### src/rtl/mips_pkg.sv
// Shared definitions for the MEM pipeline stage.
//   mem_size_e  : MemSize encodings carried down from EX.
//   mem_state_e : memory-access FSM state encoding.
//   TIMEOUT_CYC_DEF : default number of wait cycles before a bus error.
//   is_misaligned() : alignment rule shared by the stage and its users.
package mips_pkg;

   localparam int TIMEOUT_CYC_DEF = 16;

   typedef enum logic [1:0] {
      MEM_BYTE = 2'b00,
      MEM_HALF = 2'b01,
      MEM_WORD = 2'b10
   } mem_size_e;

   typedef enum logic [1:0] {
      ST_IDLE  = 2'b00,
      ST_WAIT  = 2'b01,
      ST_DRAIN = 2'b10
   } mem_state_e;

   // Halves need addr[0]=0; words (and the unused 11 code) need addr[1:0]=00.
   function automatic logic is_misaligned(input logic [1:0] size, input logic [1:0] lo);
      case (mem_size_e'(size))
         MEM_BYTE: return 1'b0;
         MEM_HALF: return lo[0];
         default:  return lo != 2'b00;
      endcase
   endfunction

endpackage

### src/rtl/mem_align.sv
// Combinational little-endian lane formatting for loads and stores.
//   addr_lo  in  2   byte offset within the word
//   size     in  2   byte / half / word
//   sign     in  1   sign-extend loaded value
//   st_data  in  32  store data (low-aligned)
//   rdata    in  32  word returned by data memory
//   wdata    out 32  lane-replicated store data
//   be       out 4   byte enables
//   ld_data  out 32  extracted and extended load value
module mem_align
   import mips_pkg::*;
(
   input  logic [1:0]  addr_lo,
   input  logic [1:0]  size,
   input  logic        sign,
   input  logic [31:0] st_data,
   input  logic [31:0] rdata,
   output logic [31:0] wdata,
   output logic [3:0]  be,
   output logic [31:0] ld_data
);

   logic [7:0]  ld_byte;
   logic [15:0] ld_half;

   always_comb begin
      case (addr_lo)
         2'd0:    ld_byte = rdata[7:0];
         2'd1:    ld_byte = rdata[15:8];
         2'd2:    ld_byte = rdata[23:16];
         default: ld_byte = rdata[31:24];
      endcase
      ld_half = addr_lo[1] ? rdata[31:16] : rdata[15:0];

      case (mem_size_e'(size))
         MEM_BYTE: begin
            wdata   = {4{st_data[7:0]}};
            be      = 4'b0001 << addr_lo;
            ld_data = {{24{sign & ld_byte[7]}}, ld_byte};
         end
         MEM_HALF: begin
            wdata   = {2{st_data[15:0]}};
            be      = 4'b0011 << addr_lo;
            ld_data = {{16{sign & ld_half[15]}}, ld_half};
         end
         default: begin
            wdata   = st_data;
            be      = 4'b1111;
            ld_data = rdata;
         end
      endcase
   end

endmodule

### src/rtl/mem_stage.sv
// MEM pipeline stage: EX/MEM stage register, data-memory handshake FSM
// (IDLE/WAIT/DRAIN) with timeout, and MEM/WB result registers.
//   clk, rst_n            clock, synchronous active-low reset
//   EX_* / Flush          upstream instruction fields and squash
//   dmem_*                data-memory request/response
//   Stall_MEM             freezes upstream while an access is outstanding
//   WBData_Mem/Rd_Mem/RegWrite_Mem  forwarding view of the stage register
//   WB_*                  MEM/WB entry
//   AddrErr / BusErr      one-cycle misalignment / timeout pulses
module mem_stage
   import mips_pkg::*;
#(
   parameter int TIMEOUT_CYC = TIMEOUT_CYC_DEF
) (
   input  logic        clk,
   input  logic        rst_n,
   input  logic        EX_Valid,
   input  logic [31:0] WBData_EX,
   input  logic [31:0] MemData,
   input  logic [4:0]  Rd_Dst,
   input  logic        RegWrite_EX,
   input  logic        MemRead_EX,
   input  logic        MemWrite_EX,
   input  logic [1:0]  MemSize_EX,
   input  logic        MemSign_EX,
   input  logic        Flush,
   output logic        dmem_req,
   output logic        dmem_we,
   output logic [31:0] dmem_addr,
   output logic [31:0] dmem_wdata,
   output logic [3:0]  dmem_be,
   input  logic        dmem_ack,
   input  logic [31:0] dmem_rdata,
   output logic        Stall_MEM,
   output logic [31:0] WBData_Mem,
   output logic [4:0]  Rd_Mem,
   output logic        RegWrite_Mem,
   output logic        WB_Valid,
   output logic [31:0] WB_Data,
   output logic [4:0]  WB_Rd,
   output logic        WB_RegWrite,
   output logic        AddrErr,
   output logic        BusErr
);

   // Timeout fires in the WAIT cycle whose pre-increment count is TIMEOUT_CYC-1,
   // i.e. the TIMEOUT_CYC-th WAIT cycle.
   localparam logic [4:0] TIMEOUT_LAST = 5'(TIMEOUT_CYC - 1);

   mem_state_e  state_q, state_d;
   logic [4:0]  cnt_q, cnt_d;
   logic        flushed_q, flushed_d;
   logic        valid_q, valid_d;
   logic [31:0] addr_q, addr_d;
   logic [31:0] sdata_q, sdata_d;
   logic [4:0]  rd_q, rd_d;
   logic        rw_q, rw_d;
   logic        mrd_q, mrd_d;
   logic        mwr_q, mwr_d;
   logic [1:0]  size_q, size_d;
   logic        sign_q, sign_d;
   logic        wb_valid_q, wb_valid_d;
   logic        wb_rw_q, wb_rw_d;
   logic [31:0] wb_data_q, wb_data_d;
   logic [4:0]  wb_rd_q, wb_rd_d;

   logic        mem_op, misal, stall, fail, kill;
   logic [31:0] ld_data;

   assign mem_op = valid_q & (mrd_q | mwr_q);
   assign misal  = is_misaligned(size_q, addr_q[1:0]);

   mem_align u_align (
      .addr_lo (addr_q[1:0]),
      .size    (size_q),
      .sign    (sign_q),
      .st_data (sdata_q),
      .rdata   (dmem_rdata),
      .wdata   (dmem_wdata),
      .be      (dmem_be),
      .ld_data (ld_data)
   );

   // fail: op completes without a register write (misaligned or timed out).
   // kill: result is squashed (flush now, or flush seen earlier in WAIT).
   always_comb begin
      state_d   = state_q;
      cnt_d     = cnt_q;
      flushed_d = flushed_q;
      dmem_req  = 1'b0;
      stall     = 1'b0;
      AddrErr   = 1'b0;
      BusErr    = 1'b0;
      fail      = 1'b0;
      kill      = Flush;
      unique case (state_q)
         ST_IDLE: begin
            // A flushed op never starts an access.
            if (mem_op && !Flush) begin
               if (misal) begin
                  AddrErr = 1'b1;
                  fail    = 1'b1;
               end else begin
                  dmem_req = 1'b1;
                  if (!dmem_ack) begin
                     stall     = 1'b1;
                     state_d   = ST_WAIT;
                     cnt_d     = '0;
                     flushed_d = 1'b0;
                  end
               end
            end
         end
         ST_WAIT: begin
            // Request stays up even after a flush; the result is dropped later.
            dmem_req = 1'b1;
            kill     = Flush | flushed_q;
            cnt_d    = cnt_q + 5'd1;
            if (dmem_ack) begin
               state_d   = ST_IDLE;
               flushed_d = 1'b0;
            end else if (cnt_q == TIMEOUT_LAST) begin
               fail      = 1'b1;
               BusErr    = ~kill;
               state_d   = ST_DRAIN;
               flushed_d = 1'b0;
            end else begin
               stall = 1'b1;
               if (Flush) flushed_d = 1'b1;
            end
         end
         ST_DRAIN: begin
            // One cycle to absorb a late ack of the abandoned request.
            stall   = 1'b1;
            state_d = ST_IDLE;
         end
         default: state_d = ST_IDLE;
      endcase
   end

   always_comb begin
      valid_d    = valid_q;
      addr_d     = addr_q;
      sdata_d    = sdata_q;
      rd_d       = rd_q;
      rw_d       = rw_q;
      mrd_d      = mrd_q;
      mwr_d      = mwr_q;
      size_d     = size_q;
      sign_d     = sign_q;
      wb_valid_d = wb_valid_q;
      wb_rw_d    = wb_rw_q;
      wb_data_d  = wb_data_q;
      wb_rd_d    = wb_rd_q;
      if (!stall) begin
         valid_d    = EX_Valid & ~Flush;
         addr_d     = WBData_EX;
         sdata_d    = MemData;
         rd_d       = Rd_Dst;
         rw_d       = RegWrite_EX;
         mrd_d      = MemRead_EX;
         mwr_d      = MemWrite_EX;
         size_d     = MemSize_EX;
         sign_d     = MemSign_EX;
         wb_valid_d = valid_q & ~kill;
         wb_rw_d    = valid_q & ~kill & rw_q & ~mwr_q & ~fail;
         wb_data_d  = mrd_q ? ld_data : addr_q;
         wb_rd_d    = rd_q;
      end else if (Flush && state_q == ST_DRAIN) begin
         valid_d = 1'b0;
      end
   end

   always_ff @(posedge clk) begin
      if (!rst_n) begin
         state_q    <= ST_IDLE;
         cnt_q      <= '0;
         flushed_q  <= 1'b0;
         valid_q    <= 1'b0;
         wb_valid_q <= 1'b0;
         wb_rw_q    <= 1'b0;
         wb_data_q  <= '0;
         wb_rd_q    <= '0;
      end else begin
         state_q    <= state_d;
         cnt_q      <= cnt_d;
         flushed_q  <= flushed_d;
         valid_q    <= valid_d;
         wb_valid_q <= wb_valid_d;
         wb_rw_q    <= wb_rw_d;
         wb_data_q  <= wb_data_d;
         wb_rd_q    <= wb_rd_d;
      end
   end

   // Payload fields are qualified by valid_q and need no reset.
   always_ff @(posedge clk) begin
      addr_q  <= addr_d;
      sdata_q <= sdata_d;
      rd_q    <= rd_d;
      rw_q    <= rw_d;
      mrd_q   <= mrd_d;
      mwr_q   <= mwr_d;
      size_q  <= size_d;
      sign_q  <= sign_d;
   end

   assign dmem_we      = mwr_q;
   assign dmem_addr    = {addr_q[31:2], 2'b00};
   assign Stall_MEM    = stall;
   assign WBData_Mem   = addr_q;
   assign Rd_Mem       = rd_q;
   assign RegWrite_Mem = valid_q & rw_q & ~mrd_q;
   assign WB_Valid     = wb_valid_q;
   assign WB_Data      = wb_data_q;
   assign WB_Rd        = wb_rd_q;
   assign WB_RegWrite  = wb_rw_q;

endmodule

### config.mk
export PLATFORM = sky130hd
export DESIGN_NAME = mem_stage
export DESIGN_NICKNAME = d
export VERILOG_FILES = /design/src/rtl/mips_pkg.sv /design/src/rtl/mem_align.sv /design/src/rtl/mem_stage.sv
export SDC_FILE = /design/constraint.sdc
export NUM_CORES = 1
export LEC_CHECK = 0
export ABC_AREA = 1
export BUFFER_PORTS_ARGS = -buffer_cell sky130_fd_sc_hd__buf_2
export CORE_AREA = 8 8 90 153
export CTS_BUF_LIST = sky130_fd_sc_hd__clkbuf_4 sky130_fd_sc_hd__clkbuf_8 sky130_fd_sc_hd__clkbuf_16
export DETAILED_ROUTE_END_ITERATION = 7
export DIE_AREA = 0 0 98 161
export HOLD_SLACK_MARGIN = 0.12
export PLACE_DENSITY = 0.86
export REMOVE_ABC_BUFFERS = 1
export SYNTH_ARGS = -nofsm -noshare
export SYNTH_HDL_FRONTEND = slang
export SYNTH_SLANG_ARGS = --single-unit
### constraint.sdc
create_clock -name clk -period 5.4 [get_ports clk]
set_clock_uncertainty 0.1 [all_clocks]
set_input_delay 0.54 -clock clk [delete_from_list [all_inputs] [get_ports clk]]
set_output_delay 0.54 -clock clk [all_outputs]
set_load 0.1 [all_outputs]
Word level (Yosys, flattened, before mapping). Cells that the tools add are included.

Register bits: 123. Input bits: 112. Output and inout port bits: 150. Word-level logic and storage cells: 105.

$add $sub $neg: 1. Equality and inequality tests: 12. Shift-type cells: 2. Multiplexer cells: 45. Bitwise gates (word level): 18. Reductions and logical operators: 11.

Operators with widths (count): $pmux 32 s2 (2); $mux 32 (1); $mux 1 (24); $pmux 8 s3 (1); $mux 16 (1); $mux 5 (3); $and 1x1->1 (10); $mux 2 (5); $pmux 5 s2 (1); $pmux 1 s2 (4); $pmux 4 s2 (1); $reduce_and 4->1 (2); $eq 2x1->1 const B (3); $logic_not 2->1 (3); $ne 2x2->1 const B (3); $not 1->1 (6); $add 5x1->5 const B (1); $eq 5x4->1 const B (1); $reduce_and 5->1 (1); $eq 2x2->1 const B (2); $ne 4x4->1 const B (1); $pmux 2 s2 (1); $reduce_bool 2->1 (2); $shl 1x2->4 const A (1); other kinds (7) (9).

Depth between registers and ports, before layout. Gate-level depths: netlist of the first run.

Depth after elaboration: 7. Gate-level depth with buffers: 12. Depth with buffers taken out: 11.

Modules after synthesis. A second synthesis of the first run with hierarchy kept.

Cell total of the unflattened synthesis: 783. Area total of the unflattened synthesis: 6313.6 sq um.

By module, submodules not included: mem_stage (times used 1, cells an instance 544, area an instance 5163.7 sq um, seq. area each 3213.1 sq um); mem_align (times used 1, cells an instance 239, area an instance 1149.9 sq um, seq. area each 0.0 sq um).

Worst setup path before layout of the first run. No wires, ideal clock.

Path kind: register -> output. Start point: register addr_q[1] (netlist: WBData_Mem[1]). End point: output dmem_req. Arrival: 3.496 ns. Data required time: 4.760 ns. Slack: 1.264 ns. Cell stages (with the launch flop): 7. Buffers on the path: 1. Cell sequence: edfxtp_1 -> buf_2 -> nor2_2 -> inv_1 -> nand2_1 -> nand2_1 -> o21ai_0.

Cells in the longest elaborated chain, start to end: 5.

Ends and longest elaborated chain: from (decl) (line mem_stage.sv:54) `logic [31:0] addr_q, addr_d;`; from (signal assigned) (line mem_stage.sv:198) `addr_q <= addr_d;`; $reduce_bool 2->1 (line mips_pkg.sv:27) `default: return lo != 2'b00;`; $pmux 1 s2 (line mips_pkg.sv:24) `case (mem_size_e'(size))`; $mux 1 (line mem_stage.sv:100) `if (misal) begin`; $mux 1 (line mem_stage.sv:99) `if (mem_op && !Flush) begin`; $pmux 1 s2 (line mem_stage.sv:96) `unique case (state_q)`; to (decl) (line mem_stage.sv:27) `output logic dmem_req,`.

No other way between the ends.

Worst setup path after layout of the first run.
Start point: register addr_q[1] (netlist: WBData_Mem[1]). End point: output Stall_MEM.

Cells in the longest elaborated chain, start to end: 5.

Ends and longest elaborated chain: $reduce_bool 2->1 (line mips_pkg.sv:27); $pmux 1 s2 (line mips_pkg.sv:24); $mux 1 (line mem_stage.sv:100); $mux 1 (line mem_stage.sv:99); $pmux 1 s3 (line mem_stage.sv:96); to (decl) (line mem_stage.sv:34) `output logic Stall_MEM,`.

No other way between the ends.

==> results of run 1 <==
[power groups by stage]
| stage | combinational (mW) | sequential [mW] | clock (mW) |
|---|---|---|---|
| 2_1_floorplan | 0.276 | 1.52 | 0 |
| 3_3_place_gp | 0.857 | 1.11 | 0 |
| 3_5_place_dp | 0.862 | 1.11 | 0 |
| 4_1_cts | 0.865 | 1.09 | 1.10 |
| 5_1_grt | 0.897 | 1.10 | 1.15 |
| 6_report | 0.862 | 1.09 | 1.10 |
[cell usage after synthesis]
| cell | number |
|---|---|
| inv_2 | 3 |
| a21oi_1 | 53 |
| a31oi_1 | 1 |
| o211ai_1 | 11 |
| ha_1 | 2 |
| or2_2 | 24 |
| conb_1 | 1 |
| buf_2 | 12 |
| buf_6 | 2 |
| buf_1 | 2 |
| dfxtp_1 | 48 |
| edfxtp_1 | 75 |
| inv_1 | 60 |
| a22oi_1 | 1 |
| nor2_1 | 43 |
| buf_4 | 40 |
| nand3_1 | 36 |
| nor2_2 | 2 |
| a21boi_0 | 7 |
| a21oi_2 | 11 |
| nand2_2 | 1 |
| nor2_4 | 1 |
| nand4_1 | 1 |
| clkinv_1 | 1 |
| clkbuf_1 | 16 |
| nor3_1 | 4 |
| nand2_1 | 214 |
| nand3b_1 | 1 |
| o21ai_0 | 33 |
[through the flow]
step | power, mW | hold WS, ns | setup WS, ns | instance area, sq um
after floorplan | 1.80 | 0.336 | 0.826 | 5520
after global placement | 1.96 | 0.346 | 2.46 | 7030
after detailed placement | 1.97 | 0.354 | 2.42 | 7030
after CTS | 3.06 | 0.191 | 1.99 | 7600
after global routing | 3.14 | 0.187 | 1.82 | 7610
final | 3.05 | 0.200 | 2.00 | 7610
[critical path, delay by kind of cell, from the launching register on]
| kind | cells | cell delay (ns) |
|---|---|---|
| AND/OR/NAND/NOR | 4 | 0.72 |
| buffers and inverters | 3 | 0.97 |
| flip-flops | 1 | 0.65 |
[registers in the layout, indices dropped and copies added (netlist names)]
register and cells:
WBData_Mem 32, WB_Data 32, sdata_q 32, Rd_Mem 5, WB_Rd 5, cnt_q 5
size_q 2, state_q 2, WB_RegWrite 1, WB_Valid 1, dmem_we 1, flushed_q 1
mrd_q 1, rw_q 1, sign_q 1, valid_q 1
[area by class of cell]
cell class | instances | area, sq um | share of cell area [%]
sequential | 123 | 3210 | 42.2
multi-input combinational | 448 | 2070 | 27.2
timing repair buffer | 264 | 1330 | 17.5
clock buffer | 17 | 425 | 5.59
inverter | 64 | 243 | 3.19
tap | 137 | 171 | 2.25
clock inverter | 15 | 149 | 1.96
antenna | 3 | 7.51 | 0.0987
[routing by layer]
metal  track usage (%)  vias up  wire [microns]
li1                  -     2681               -
met1              23.9     2520            6780
met2              41.8      247            9910
met3              6.94       46            1350
met4              12.8        2             700
met5                 0        -              13
[logic make-up (layout without fill, tap and decap cells)]
group	after synthesis	count (layout)	share of synthesized area, %
other	1	5	0.0628
buffers and inverters	136	360	11.6
and+or+nand+nor	327	327	22.8
AOI/OAI and AO/OA	117	117	11.3
adders and majority gates	2	2	0.419
DFF	123	123	53.8
[worst paths after layout]
check / cells past startpoint / slack [ns] / start / end
min: 1 / 0.20 / MemData[7] / sdata_q[7]$_DFFE_PP_
min reg2reg: 2 / 0.38 / WB_Valid$_SDFFE_PN0P_ / WB_Valid$_SDFFE_PN0P_
max: 7 / 2.00 / WBData_Mem[1]$_DFFE_PP_ / Stall_MEM
max reg2reg: 9 / 2.54 / cnt_q[0]$_SDFFE_PN0P_ / sdata_q[29]$_DFFE_PP_
==> metrics.md, run 1 <==
| Metric | Value |
|---|---|
| Status | completed |
| GR Overflow Total | 0 |
| Vias per inst | 5.13 |
| Relative slew slack | 39.0% |
| Final Util | 64.8% |
| Critical path arrival | 2.76 ns |
| Post-synth cell types | 29 |
| Final WL | 18.8 mm |
| Total number of vias | 5,496 |
| YS warnings | 0 |
| Cell taking the most area after synthesis | edfxtp_1 |
| CTS sink cnt | 123 |
| Drt initial violations | 320 |
| Worst-case clock buffer depth | 2 |
| GRT Overall Usage | 23.5% |
| Peak supply drop | 0.279 mV |
| Fin nets | 1,032 |
| Hold/Removal Path Class | input pin to flop |
| Period utilisation layout | 62.9% |
| Max cap viols | 0 |
| Setup Crit Path Kind | flop to output port |
| Number of global-route vias before repair | 5,622 |
| GPL Wtd Cong | 0.909 |
| Crit-path cells | nor2_2, inv_1, nand2_1, nand3_1, nand2_2, buf_4, buf_2 |
| Max incr delay on CP | 0.65 ns |
| Lkg Pwr | 3.80 nW |
| Sequential Power Share | 35.8% |
| First-pass iteration count of the detailed router | 5 |
| DR WL/cell | 17.5 microns |
| Total Neg Setup Slack | 0 ns |
| Initial antenna violation count | 4 |
| # resized after CTS | 0 |
| Setup Viol. Count Final | 0 |
| Internal | 1.87 mW |
| Post-synth top area share | 37.7% |
| CP Launch Type | flop |
| Pwr per Cell Area | 401 mW/mm^2 |
| Achievable Freq | 0.294 GHz |
| Placed Cells incl. Taps | 1,036 |
| Final Max Slew Viols | 0 |
| ANT nets after route | 0 |
| Min Tclk post-route | 3.40 ns |
| Avg Inst Size Synth | 8.45 sq um |
| Tightest Pin Transition | 0.912 ns |
| #FFs+latches synth | 123 |
| RSZ-0062 raised after global routing | false |
| CTS tree | yes |
| Largest net degree at the start of global routing | 49 |
| Post-synthesis sequential area ratio | 53.8% |
| CTS buffer count | 17 |
| Die area | 0.0158 sq mm |
| # IOs | 262 |
| Non-Filler Instances | 1,071 |
| # fillers | 985 |
| Final hold vios | 0 |
| Sw Ratio | 38.8% |
| Cell Area, Synth | 0.00597 sq mm |
| Skew-Pair Late Insertion Delay | 0.41 ns |
| Clock-pin slew of the registers on the worst-case setup and hold paths | 0.06 ns |
| Most frequent cells in the layout | buf_2, nand2_1, edfxtp_1, inv_1, a21oi_1 |
| Area contributors post-synth | edfxtp_1, dfxtp_1, nand2_1, buf_4, a21oi_1 |
| First-pass GRT wire length | 28.9 mm |
| Worst path slowest cell | edfxtp_1 |
| Worst-path maximum fanout | 28 |
| Commonest non-fill, non-tap cell in the layout | buf_2 |
| Combinational Power Share | 28.3% |
| Total core area | 0.0117 sq mm |
| Clock Power Share | 35.9% |
| Clock root cell | clkbuf_16 |
| Area growth syn-to-layout | 27.5% |
| Share of post-route cells with drive strength above 1 | 36.1% |
| Crit. End Element | output port |
| Number of port buffers | 259 |
| Sw Pwr | 1.18 mW |
| Chip width | 98 microns |
| Post-route DRC | 0 |
| Setup repair bufs after CTS | 0 |
| Synthesized instance count | 706 |
| CTS HTree Levels | 4 |
| Die Ht | 161 microns |
| Row count | 53 |
| Critical Path RT | 4.76 ns |
| DP HPWL | 14.0 mm |
| Initial Util | 50.8% |
| Number of hold buffers added after cts | 0 |
Note: power is estimated with default switching activity, not from simulation.
==> run 2, diff against run 1 <==
--- a/config.mk
+++ b/config.mk
@@ -7,12 +7,12 @@
 export LEC_CHECK = 0
 export ABC_AREA = 1
 export BUFFER_PORTS_ARGS = -buffer_cell sky130_fd_sc_hd__buf_2
-export CORE_AREA = 8 8 90 153
+export CORE_AREA = 8 8 99 167
 export CTS_BUF_LIST = sky130_fd_sc_hd__clkbuf_4 sky130_fd_sc_hd__clkbuf_8 sky130_fd_sc_hd__clkbuf_16
 export DETAILED_ROUTE_END_ITERATION = 7
-export DIE_AREA = 0 0 98 161
+export DIE_AREA = 0 0 107 175
 export HOLD_SLACK_MARGIN = 0.12
-export PLACE_DENSITY = 0.86
+export PLACE_DENSITY = 0.75
 export REMOVE_ABC_BUFFERS = 1
 export SYNTH_ARGS = -nofsm -noshare
 export SYNTH_HDL_FRONTEND = slang
==> constraint.sdc (replaced) <==
create_clock -name clk -period 2.8 [get_ports clk]
set_clock_uncertainty 0.1 [all_clocks]
set_input_delay 0.28 -clock clk [delete_from_list [all_inputs] [get_ports clk]]
set_output_delay 0.28 -clock clk [all_outputs]
set_load 0.1 [all_outputs]
==> run 2 against run 1 <==
Compared with the run above: first-iteration DRC count fell by 3.4%; design area rose by 15%; clock power rose by 100%; combinational power rose by 110%; power rose by 100%; global-route usage fell by 2.1 points; sequential share of layout area fell by 5.5 points; setup slack got worse by 1.8 ns; register-to-register slack got worse by 1.9 ns; non-clock buffer count rose by 82; via count rose by 4.7%; highest routed layer unchanged.
==> metrics.md, run 2 (synthesis gave the netlist of run 1 again) <==
| Metric | Value |
|---|---|
| Status | completed |
| First-pass GRT wire length | 31.3 mm (+8.3%) |
| R2R Path End | size_q[1]$_DFFE_PP_ |
| Setup Viol. Count Final | 0 (unchanged) |
| Lkg Pwr | 4.24 nW (+12%) |
| Post-route DRC | 0 (unchanged) |
| Setup Crit Path Kind | flop to output port |
| Final Max Slew Viols | 0 (unchanged) |
| Critical path arrival | 2.26 ns (-0.50 ns) |
| GPL Wtd Cong | 0.870 (-4.4%) |
| Internal | 3.76 mW (+100%) |
| CTS HTree Levels | 4 (unchanged) |
| Drt initial violations | 309 (-3.4%) |
| Critical Path RT | 2.42 ns (-2.34 ns) |
| Fin nets | 1,114 (+7.9%) |
| Skew-Pair Late Insertion Delay | 0.41 ns (about the same) |
| Row count | 58 (+9.4%) |
| RSZ-0062 raised after global routing | false |
| GR Overflow Total | 0 (unchanged) |
| CTS buffer count | 17 (unchanged) |
| Achievable Freq | 0.379 GHz |
| Number of port buffers | 259 (unchanged) |
| Peak supply drop | 0.614 mV (+120%) |
| Setup repair bufs after CTS | 0 (unchanged) |
| Number of global-route vias before repair | 5,907 (+5.1%) |
| Relative slew slack | 52.2% (+13 points) |
| Vias per inst | 4.81 (-6.2%) |
| Sequential Power Share | 34.0% (-1.8 points) |
| Clock-pin slew of the registers on the worst-case setup and hold paths | 0.06 ns (about the same) |
| Min Tclk post-route | 2.64 ns |
| Commonest non-fill, non-tap cell in the layout | buf_2 |
| Total core area | 0.0143 sq mm (+22%) |
| DP HPWL | 14.4 mm (+3.0%) |
| Worst R2R Path Depth | 9 (unchanged) |
| Period utilisation layout | 94.3% |
| Total Neg Setup Slack | 0 ns (unchanged) |
| Max cap viols | 0 (unchanged) |
| ANT nets after route | 0 (unchanged) |
| Area growth syn-to-layout | 46.5% |
| HP Start | Flush |
| Most frequent cells in the layout | buf_2, nand2_1, dlygate4sd3_1, edfxtp_1, inv_1 |
| Final hold vios | 0 (unchanged) |
| Clock Power Share | 36.5% (+0.6 points) |
| Share of post-route cells with drive strength above 1 | 34.1% (-2.0 points) |
| Sw Ratio | 38.9% (+0.18 points) |
| Placed Cells incl. Taps | 1,085 (+4.7%) |
| R2R setup slack | 0.60 ns (-1.94 ns) |
| Pwr per Cell Area | 705 mW/mm^2 (+76%) |
| Initial Util | 41.7% (-9.1 points) |
| CTS sink cnt | 123 (unchanged) |
| Clock root cell | clkbuf_16 |
| Non-Filler Instances | 1,196 (+12%) |
| Die area | 0.0187 sq mm (+19%) |
| Combinational Power Share | 29.5% (+1.2 points) |
| DR WL/cell | 17.0 microns (-2.8%) |
| CP Launch Type | flop |
| Largest net degree at the start of global routing | 49 (unchanged) |
| # IOs | 262 (unchanged) |
| CTS tree | yes |
| Worst-case clock buffer depth | 2 (unchanged) |
| Initial antenna violation count | 4 (unchanged) |
| Final WL | 20.4 mm (+8.6%) |
| Worst-path maximum fanout | 19 (-32%) |
| Place WS | 0.559 ns (-1.87 ns) |
| Critical R2R Launch | cnt_q[0]$_SDFFE_PN0P_ |
| Setup slack after layout | 0.159 ns (-1.84 ns) |
| Chip width | 107 microns (+9.2%) |
| Hold depth | 4 (+3) |
| Die Ht | 175 microns (+8.7%) |
| Tightest Pin Transition | 0.715 ns (-0.196 ns) |
| GRT Overall Usage | 21.4% (-2.1 points) |
| Total number of vias | 5,755 (+4.7%) |
| Crit. End Element | output port |
| Worst Hold End | valid_q$_SDFFE_PN0P_ |
| Hold/Removal Path Class | input pin to flop |
| Sw Pwr | 2.40 mW (+100%) |
| First-pass iteration count of the detailed router | 5 (unchanged) |
[run 2: critical path, stage by stage, from the launching register on]
cell and delay, ns:
edfxtp_1 0.40, inv_2 0.26, nand2_1 0.16, clkinvlp_4 0.31, nand2_1 0.16, o211ai_1 0.11, buf_2 0.46
[run 2: layout make-up]
| class | instances | area, sq um |
|---|---|---|
| clock inverters | 15 | 179 |
| clock buffers | 17 | 425 |
| multi-input cells | 448 | 2070 |
| inverters | 64 | 246 |
| fillers | 1207 | 5550 |
| repair buffers | 346 | 2380 |
| well taps | 180 | 225 |
| flip-flops and latches | 123 | 3210 |
| diodes | 3 | 7.51 |
[run 2: worst max-delay path by stage]
stage,from,end,cells after the start
floorplan,size_q[1]$_DFFE_PP_,dmem_wdata[10],4
finish,size_q[1]$_DFFE_PP_,dmem_wdata[24],6
global route,size_q[1]$_DFFE_PP_,dmem_wdata[30],6
detailed placement,size_q[1]$_DFFE_PP_,dmem_wdata[11],5
global placement,cnt_q[0]$_SDFFE_PN0P_,Stall_MEM,9
CTS,size_q[1]$_DFFE_PP_,dmem_wdata[11],5
[run 2: power by group through the flow]
| stage | combinational (mW) | sequential [mW] | clock [mW] |
|---|---|---|---|
| 2_1_floorplan | 0.532 | 2.94 | 0 |
| 3_3_place_gp | 1.72 | 2.13 | 0 |
| 3_5_place_dp | 1.73 | 2.13 | 0 |
| 4_1_cts | 1.82 | 2.10 | 2.29 |
| 5_1_grt | 1.89 | 2.11 | 2.35 |
| 6_report | 1.82 | 2.10 | 2.25 |
[run 2: repair_timing]
action | 4_1_cts | 5_1_grt
gates resized for setup | 0 | 5
hold buffers | 76 | 0
endpoints found under the hold margin | 76 | 0
endpoints found under the setup margin | 0 | 10
[run 2: metal layers]
layer	global-route usage, %	wire length [microns]
met3	5.42	1320
met2	38.7	11000
met4	8.97	590
met5	0	13
met1	22.6	7470
[run 2: per-stage QoR]
stage          utilization (%)  hold WS, ns  power [mW]  instance area [sq um]
2_1_floorplan                -        0.279        3.47                   5520
3_3_place_gp              51.5        0.346        3.85                   7360
3_5_place_dp              51.5        0.355        3.87                   7360
4_1_cts                   61.0        0.140        6.20                   8730
5_1_grt                   61.2        0.158        6.35                   8740
6_report                  61.2        0.157        6.17                   8740
